### src/rtl/food_placer.sv
// rtl/food_placer.sv - picks a free, in-field food cell from random samples with a raster-scan fallback
module food_placer #(
  parameter int H_MAX     = 160,
  parameter int V_MAX     = 120,
  parameter int MAX_TRIES = 16
) (
  input  logic       CLK,
  input  logic       RESET_N,
  input  logic       REQ,
  input  logic [1:0] MASTER_STATE,
  input  logic [7:0] RAND_HORZ,
  input  logic [6:0] RAND_VERT,
  output logic       QUERY_VALID,
  output logic [7:0] QUERY_HORZ,
  output logic [6:0] QUERY_VERT,
  input  logic       QUERY_READY,
  input  logic       QUERY_DONE,
  input  logic       QUERY_HIT,
  output logic [7:0] FOOD_HORZ,
  output logic [6:0] FOOD_VERT,
  output logic       BUSY,
  output logic       PLACED,
  output logic       FIELD_FULL
);

  localparam logic [7:0]  H_LAST    = 8'(H_MAX - 1);
  localparam logic [6:0]  V_LAST    = 7'(V_MAX - 1);
  localparam logic [14:0] AREA      = 15'(H_MAX * V_MAX);
  localparam logic [7:0]  TRIES_LIM = 8'(MAX_TRIES);

  typedef enum logic [2:0] {
    S_IDLE,
    S_SAMPLE,
    S_QUERY,
    S_WAIT,
    S_SCAN_STEP,
    S_COMMIT
  } state_e;

  state_e      state_q, state_d;
  logic [1:0]  prev_ms_q;
  logic        pending_q, pending_d;
  logic [7:0]  cand_h_q, cand_h_d;
  logic [6:0]  cand_v_q, cand_v_d;
  logic [7:0]  last_h_q, last_h_d;
  logic [6:0]  last_v_q, last_v_d;
  logic [7:0]  tries_q, tries_d;
  logic [14:0] scan_q, scan_d;
  logic        raster_q, raster_d;
  logic [7:0]  food_h_q, food_h_d;
  logic [6:0]  food_v_q, food_v_d;
  logic        full_q, full_d;

  logic        trigger;
  logic        rand_in_range;
  logic        fail_try;

  // A placement is requested by REQ or by the game entering its running state.
  assign trigger       = REQ | ((prev_ms_q == 2'b00) && (MASTER_STATE == 2'b01));
  assign rand_in_range = (RAND_HORZ <= H_LAST) && (RAND_VERT <= V_LAST);

  // Next-state, candidate selection and retry/raster bookkeeping.
  always_comb begin
    state_d   = state_q;
    pending_d = pending_q;
    cand_h_d  = cand_h_q;
    cand_v_d  = cand_v_q;
    last_h_d  = last_h_q;
    last_v_d  = last_v_q;
    tries_d   = tries_q;
    scan_d    = scan_q;
    raster_d  = raster_q;
    food_h_d  = food_h_q;
    food_v_d  = food_v_q;
    full_d    = full_q;
    fail_try  = 1'b0;

    // Only one request can be remembered while a placement is in flight.
    if (trigger && (state_q != S_IDLE)) begin
      pending_d = 1'b1;
    end

    case (state_q)
      S_IDLE: begin
        tries_d  = '0;
        scan_d   = '0;
        raster_d = 1'b0;
        last_h_d = '0;
        last_v_d = '0;
        if (trigger || pending_q) begin
          pending_d = 1'b0;
          state_d   = S_SAMPLE;
        end
      end
      S_SAMPLE: begin
        cand_h_d = RAND_HORZ;
        cand_v_d = RAND_VERT;
        tries_d  = tries_q + 8'd1;
        if (rand_in_range) begin
          last_h_d = RAND_HORZ;
          last_v_d = RAND_VERT;
          state_d  = S_QUERY;
        end else begin
          fail_try = 1'b1;
        end
      end
      S_QUERY: begin
        if (QUERY_READY) begin
          state_d = S_WAIT;
        end
      end
      S_WAIT: begin
        if (QUERY_DONE) begin
          if (!QUERY_HIT) begin
            state_d = S_COMMIT;
          end else if (raster_q) begin
            if (scan_q == AREA) begin
              full_d  = 1'b1;
              state_d = S_IDLE;
            end else begin
              state_d = S_SCAN_STEP;
            end
          end else begin
            fail_try = 1'b1;
          end
        end
      end
      S_SCAN_STEP: begin
        if (cand_h_q >= H_LAST) begin
          cand_h_d = '0;
          cand_v_d = (cand_v_q >= V_LAST) ? 7'd0 : cand_v_q + 7'd1;
        end else begin
          cand_h_d = cand_h_q + 8'd1;
        end
        scan_d  = scan_q + 15'd1;
        state_d = S_QUERY;
      end
      S_COMMIT: begin
        food_h_d = cand_h_q;
        food_v_d = cand_v_q;
        full_d   = 1'b0;
        tries_d  = '0;
        scan_d   = '0;
        raster_d = 1'b0;
        state_d  = S_IDLE;
      end
      default: begin
        state_d = S_IDLE;
      end
    endcase

    // A rejected random try either retries or switches to the raster scan,
    // which starts from the last legal candidate (or the origin).
    if (fail_try) begin
      if (tries_d < TRIES_LIM) begin
        state_d = S_SAMPLE;
      end else begin
        raster_d = 1'b1;
        cand_h_d = last_h_q;
        cand_v_d = last_v_q;
        state_d  = S_SCAN_STEP;
      end
    end
  end

  // State and datapath registers with synchronous active-low reset.
  always_ff @(posedge CLK) begin
    if (!RESET_N) begin
      state_q   <= S_IDLE;
      prev_ms_q <= 2'b00;
      pending_q <= 1'b0;
      cand_h_q  <= '0;
      cand_v_q  <= '0;
      last_h_q  <= '0;
      last_v_q  <= '0;
      tries_q   <= '0;
      scan_q    <= '0;
      raster_q  <= 1'b0;
      food_h_q  <= 8'd30;
      food_v_q  <= 7'd20;
      full_q    <= 1'b0;
    end else begin
      state_q   <= state_d;
      prev_ms_q <= MASTER_STATE;
      pending_q <= pending_d;
      cand_h_q  <= cand_h_d;
      cand_v_q  <= cand_v_d;
      last_h_q  <= last_h_d;
      last_v_q  <= last_v_d;
      tries_q   <= tries_d;
      scan_q    <= scan_d;
      raster_q  <= raster_d;
      food_h_q  <= food_h_d;
      food_v_q  <= food_v_d;
      full_q    <= full_d;
    end
  end

  assign QUERY_VALID = (state_q == S_QUERY);
  assign QUERY_HORZ  = cand_h_q;
  assign QUERY_VERT  = cand_v_q;
  assign BUSY        = (state_q != S_IDLE);
  assign PLACED      = (state_q == S_COMMIT);
  assign FOOD_HORZ   = food_h_q;
  assign FOOD_VERT   = food_v_q;
  assign FIELD_FULL  = full_q;

endmodule
### config.mk
export PLATFORM = sky130hd
export DESIGN_NAME = food_placer
export DESIGN_NICKNAME = d
export VERILOG_FILES = /design/src/rtl/food_placer.sv
export SDC_FILE = /design/constraint.sdc
export NUM_CORES = 1
export LEC_CHECK = 0
export CORE_MARGIN = 2
export CORE_UTILIZATION = 40
export DETAILED_ROUTE_END_ITERATION = 12
export GPL_TIMING_DRIVEN = 0
export SETUP_SLACK_MARGIN = 0.02
export SLEW_MARGIN = 20
export SYNTH_ARGS = -nofsm -noshare
export SYNTH_HDL_FRONTEND = slang
export SYNTH_SLANG_ARGS = --single-unit
### constraint.sdc
create_clock -name CLK -period 2.2 [get_ports CLK]
set_input_delay 0.33 -clock CLK [delete_from_list [all_inputs] [get_ports CLK]]
set_output_delay 0.33 -clock CLK [all_outputs]
set_load 0.02 [all_outputs]
; ---- After elaboration in Yosys (flattened, before gate mapping)
; Index checks and enable logic that the tools add are counted.
[totals]
ff_bits = 76
latch_bits = 0
ram_bits = 0
rom_bits = 0
in_bits = 23
out_inout_bits = 34
memories = 0
[op_classes]
add_sub_neg = 4
multipliers = 0
div = 0
n_lt_le_gt_ge = 5
n_eq_ne = 17
shift = 0
mux = 41
n_bitwise = 1
reduce_logical = 14
[ops]
columns = operator, count
row1 = 8-bit case mux with 2 select lines, 3
row2 = 7-bit 2-to-1 mux, 5
row3 = 8-bit 2-to-1 mux, 4
row4 = 15-bit case mux with 2 select lines, 1
row5 = 7-bit case mux with 2 select lines, 2
row6 = 3-bit 2-to-1 mux, 9
row7 = 8-bit by 1-bit adder with 8-bit output (second input constant), 2
row8 = 15-bit by 1-bit adder with 15-bit output (second input constant), 1
row9 = 15-bit equality test (second input constant), 1
row10 = 3-bit case mux with 5 select lines, 1
row11 = 1-bit 2-to-1 mux, 14
row12 = 2-bit inequality test (second input constant), 5
row13 = 5-bit AND reduction, 2
row14 = 3-bit inequality test (second input constant), 3
row15 = 8-bit >= comparator (second input constant), 1
row16 = 8-bit <= comparator (second input constant), 1
row17 = 8-bit by 5-bit < comparator with 1-bit output (second input constant), 1
row18 = 7-bit by 1-bit adder with 7-bit output (second input constant), 1
row19 = 7-bit >= comparator (second input constant), 1
row20 = 7-bit <= comparator (second input constant), 1
row21 = 3-bit by 2-bit equality test with 1-bit output (second input constant), 2
row22 = 3-bit equality test (second input constant), 2
row23 = 2-bit nonzero test, 3
row24 = 4-bit inequality test (second input constant), 1
row25 = 12 further kinds, 15

; ---- Logic depth before layout (Yosys ltp)
[logic_depth]
ltp_word = 7
ltp_mapped = 9
ltp_nobuf = 7

; ---- Least setup slack after synthesis
; Ideal clock, no wire load.
[synth_path]
kind = register to register
from = register state_q[0]
to = register cand_v_q[3], in the netlist QUERY_VERT[3]
setup_ps = 116
arrival_time_ps = 2150
path_slack_ps = -66
stages_incl_launch_ff = 10
synth_period_minus_slack_ps = 2266
cell_sequence = dfxtp_1 buf_4 or3b_1 buf_2 nor4_4 mux2i_1 o41ai_4 buf_6 o211ai_1 o211a_1
[synth_via]
elab_chain_len = 6
[synth_lines]
columns = element, line
row1 = start: declaration, 40  ; state_e state_q, state_d;
row2 = start signal: assignment, 183  ; state_q <= state_d;
row3 = 3-bit equality test or 3-bit zero test (tied branches), 83  ; case (state_q)
row4 = 2-bit OR reduction (no line), --
row5 = 8-bit case mux with 2 select lines, 83
row6 = 8-bit by 5-bit < comparator with 1-bit output, 155  ; if (tries_d < TRIES_LIM) begin
row7 = 7-bit 2-to-1 mux, 155
row8 = 7-bit 2-to-1 mux (*), 154  ; if (fail_try) begin
row9 = end signal: assignment, 187  ; cand_v_q <= cand_v_d;
row10 = end: declaration, 44  ; logic [6:0] cand_v_q, cand_v_d;
; Mark *: on every way between the ends. The rest lies on a longest branch, timed or not.
; A chain may end at the register's enable or synchronous reset.

; ---- Worst setup path after layout
[layout_path]
from = register state_q[2]
to = register cand_v_q[6], in the netlist QUERY_VERT[6]
; Same word-level chain as after synthesis.

==> out/results.tsv <==
metric	value	unit
peakVddDrop	332.4	uV
drt_pass1_iterations	5	
syn-cell-area	3820	sq um
wirelength	11560	um
viasPerCell	5.563	
cp-end-kind	flop	
nFillCells	897	
antenna_found_initial	0	
grt-ovfl-total	0	
wl_per_cell	17.12	um
ys_seq_area_share	39.83	%
busiest_layer	met2	
grt_pass1_vias	3718	
reg2reg_slack	-0.003	ns
ff_latch_area	1530	sq um
cts-htree-levels	3	
worst_ep_arrival_time	2.51	ns
fin_crit	2.203	ns
gr-usage-met1	29.96	%
startpoint	state_q[2]	
synth_area_leaders	dfxtp_1, nand2_1, a21boi_0	
r2r_cells	9	
fmax	454.0	MHz
final-setup-viol-count	2	
die_w	101.7	um
drt_first_iter_violations	176	
globalRouteMet2Util	38.56	%
start_util	41.34	%
synth_ff_type	dfxtp_1	
yosysTopAreaCellShare	39.83	%
drive_gt1_share	12.82	%
synth_cell_type_count	57	
max-slew-margin-rel	59.95	%
crit_path_end	QUERY_VERT[6]	
ios	57	
cts.sinks	76	
synth_warnings	0	
synth_area_per_cell	8.180	sq um
p_leak	1.933	nW
portBuffers	56	
synthCells	467	
cts_buffer_depth	2	
r2r-end	QUERY_VERT[6]	
grt_pass1_wl	18900	um
die_h	101.7	um
insertion_delay	0.36	ns
final.setup_skew	0.01392	ns
clk_pin_slew	0.08	ns
grtUsageMet3	4.210	%
ys_ff_latch	76	
synthArstFlopShare	0	%
total_power	3.620	mW
place_congestion	0.8637	
grt_max_degree	15	
hold_class	flop to flop	
drc	0	
dr_total_vias	3755	
tightestPinTransition	0.6007	ns
critical_path_required	2.50	ns
yosys.area.top_type	dfxtp_1	
timing_worst_setup_path_type	flop to flop	
dieArea	10350	sq um
setup_slack	-0.002550	ns
cts_root_buf	clkbuf_8	
synth-edff-count	0	
violations	setup timing	
max-cap-violations	0	
cts_tree	done	
crit-reg2reg-launch	state_q[2]	
final_max_slew_viol_count	0	
fin_crit_sh	100.1	%
track_usage	23.56	%
rsz0062_at_grt	true	
multiInputGateArea	2242	sq um
core	9240	sq um
nets	569	
dpl.hpwl	8165	um
antennaDiodeCount	0	
syn_nets	495	
cts_buffers	9	
powerDensity	726.0	nW/um^2
critical_path.max_fanout	7	
rows	35	
ant_nets	0	
hold_slack	0.4659	ns
area.growth.synth_to_final	30.53	%
post-route-util	53.96	%
hold_viol_final	0	
startpoint_type	flop	
outcome	finished with violations	
ctsHoldBuffers	0	
whs_path_depth	2	
## worst min path at each step
| stage | to | slack [ns] | from |
|---|---|---|---|
| floorplan | last_v_q[4] | 0.44 | last_v_q[4] |
| global placement | last_v_q[2] | 0.45 | last_v_q[2] |
| detailed placement | last_v_q[2] | 0.45 | last_v_q[2] |
| CTS | last_v_q[2] | 0.47 | last_v_q[2] |
| global route | last_h_q[0] | 0.48 | last_h_q[0] |
| finish | last_v_q[2] | 0.47 | last_v_q[2] |
## cells by family after synthesis
group           after synthesis  share of synthesized area, %
simple gates                201                         26.27
compound gates              132                         24.66
flops                        76                         39.83
buf+inv                      39                         4.291
xor+xnor                     11                         2.522
fa+ha+maj                     5                         1.638
mux                           3                        0.7861
## worst max-delay path, cell delays in order, from the launching register on
cell	delay [ns]
dfxtp_2	0.36
or3b_4	0.45
buf_4	0.16
or4_4	0.41
nand3_2	0.11
o41ai_4	0.09
buf_6	0.16
buf_6	0.14
o211ai_1	0.11
o211a_1	0.17
## area by class of cell
class	instances	share of cell area (%)
Clock buffer	10	2.560
Clock inverter	6	1.782
Tap cell	129	3.237
Timing Repair Buffer	68	13.05
Multi-Input combinational cell	352	44.97
Inverter	8	0.6524
Buffer	26	3.061
Sequential cell	76	30.69
## layer usage
metal / share of wire (%) / up-vias / wire length [um]
met4: 3.0 / 0 / 348
met3: 5.4 / 27 / 629
met1: 44 / 1776 / 5051
met2: 48 / 119 / 5528
met5: 0 / - / 0
li1: - / 1833 / -
## sequential cells by signal, summed over array words and instances, names as in the netlist, 3 cells and up
register,flops
state_q,3
tries_q,8
last_v_q,7
FOOD_VERT,7
last_h_q,8
FOOD_HORZ,8
QUERY_HORZ,8
QUERY_VERT,7
scan_q,15
## cell usage after synthesis, types with 2 or more instances
cell and number:
a21boi_0 23, a21o_1 3, a21oi_1 19, a222oi_1 3, a22oi_1 6, a31oi_1 6
and2_1 9, and3_1 9, buf_2 2, buf_4 2, clkbuf_1 25, dfxtp_1 76
ha_1 5, inv_1 8, mux2i_1 3, nand2_1 76, nand2b_1 6, nand3_1 34
nand4_1 5, nor2_1 24, nor2b_1 9, nor3_1 7, nor3b_1 3, nor4_1 3
nor4b_1 2, o2111ai_1 3, o211a_1 14, o211ai_1 9, o21a_1 3, o21ai_0 28
o31ai_1 4, or3_1 3, or3b_2 2, xnor2_1 4, xor2_1 7
## report_power, final
group / internal, mW / switching, mW
clock network: 0.639 / 0.551
registers: 1.45 / 0.0902
logic: 0.361 / 0.523
total: 2.46 / 1.16
## cells in the final DEF (no fill, tap or decap), drive strengths merged, types with 6 or more instances in the layout
cell type      instances
buf                   18
and3                   9
o211a                 14
a21boi                23
clkbuf                32
a21oi                 19
nor2b                  9
dfxtp                 76
nand3                 34
and2                   9
nor3                   7
a31oi                  6
nor2                  24
o211ai                 9
o21ai                 28
nand2                 76
a22oi                  6
xor2                   7
clkdlybuf4s50         53
inv                    8
nand2b                 6
## timing repair
action                                 in CTS  in global routing
setup buffers                               8                  3
pin swaps                                   3                  5
setup endpoints to repair                  39                 41
endpoints found under the hold margin       0                  0
resized for setup                          54                 17
gates cloned                                1                  0
## metrics by stage
step	instances	worst slack, ns	setup TNS, ns	cell area (sq um)
after floorplan	467	0.04439	0	3831
after global placement	652	-0.6573	-9.550	4553
after detailed placement	652	-0.6483	-10.23	4553
after CTS	676	-0.1444	-1.624	4964
after global routing	675	-0.07738	-0.6094	4986
final	675	-0.002550	-0.003328	4986
No activity file was read; power rests on OpenSTA's default activity.
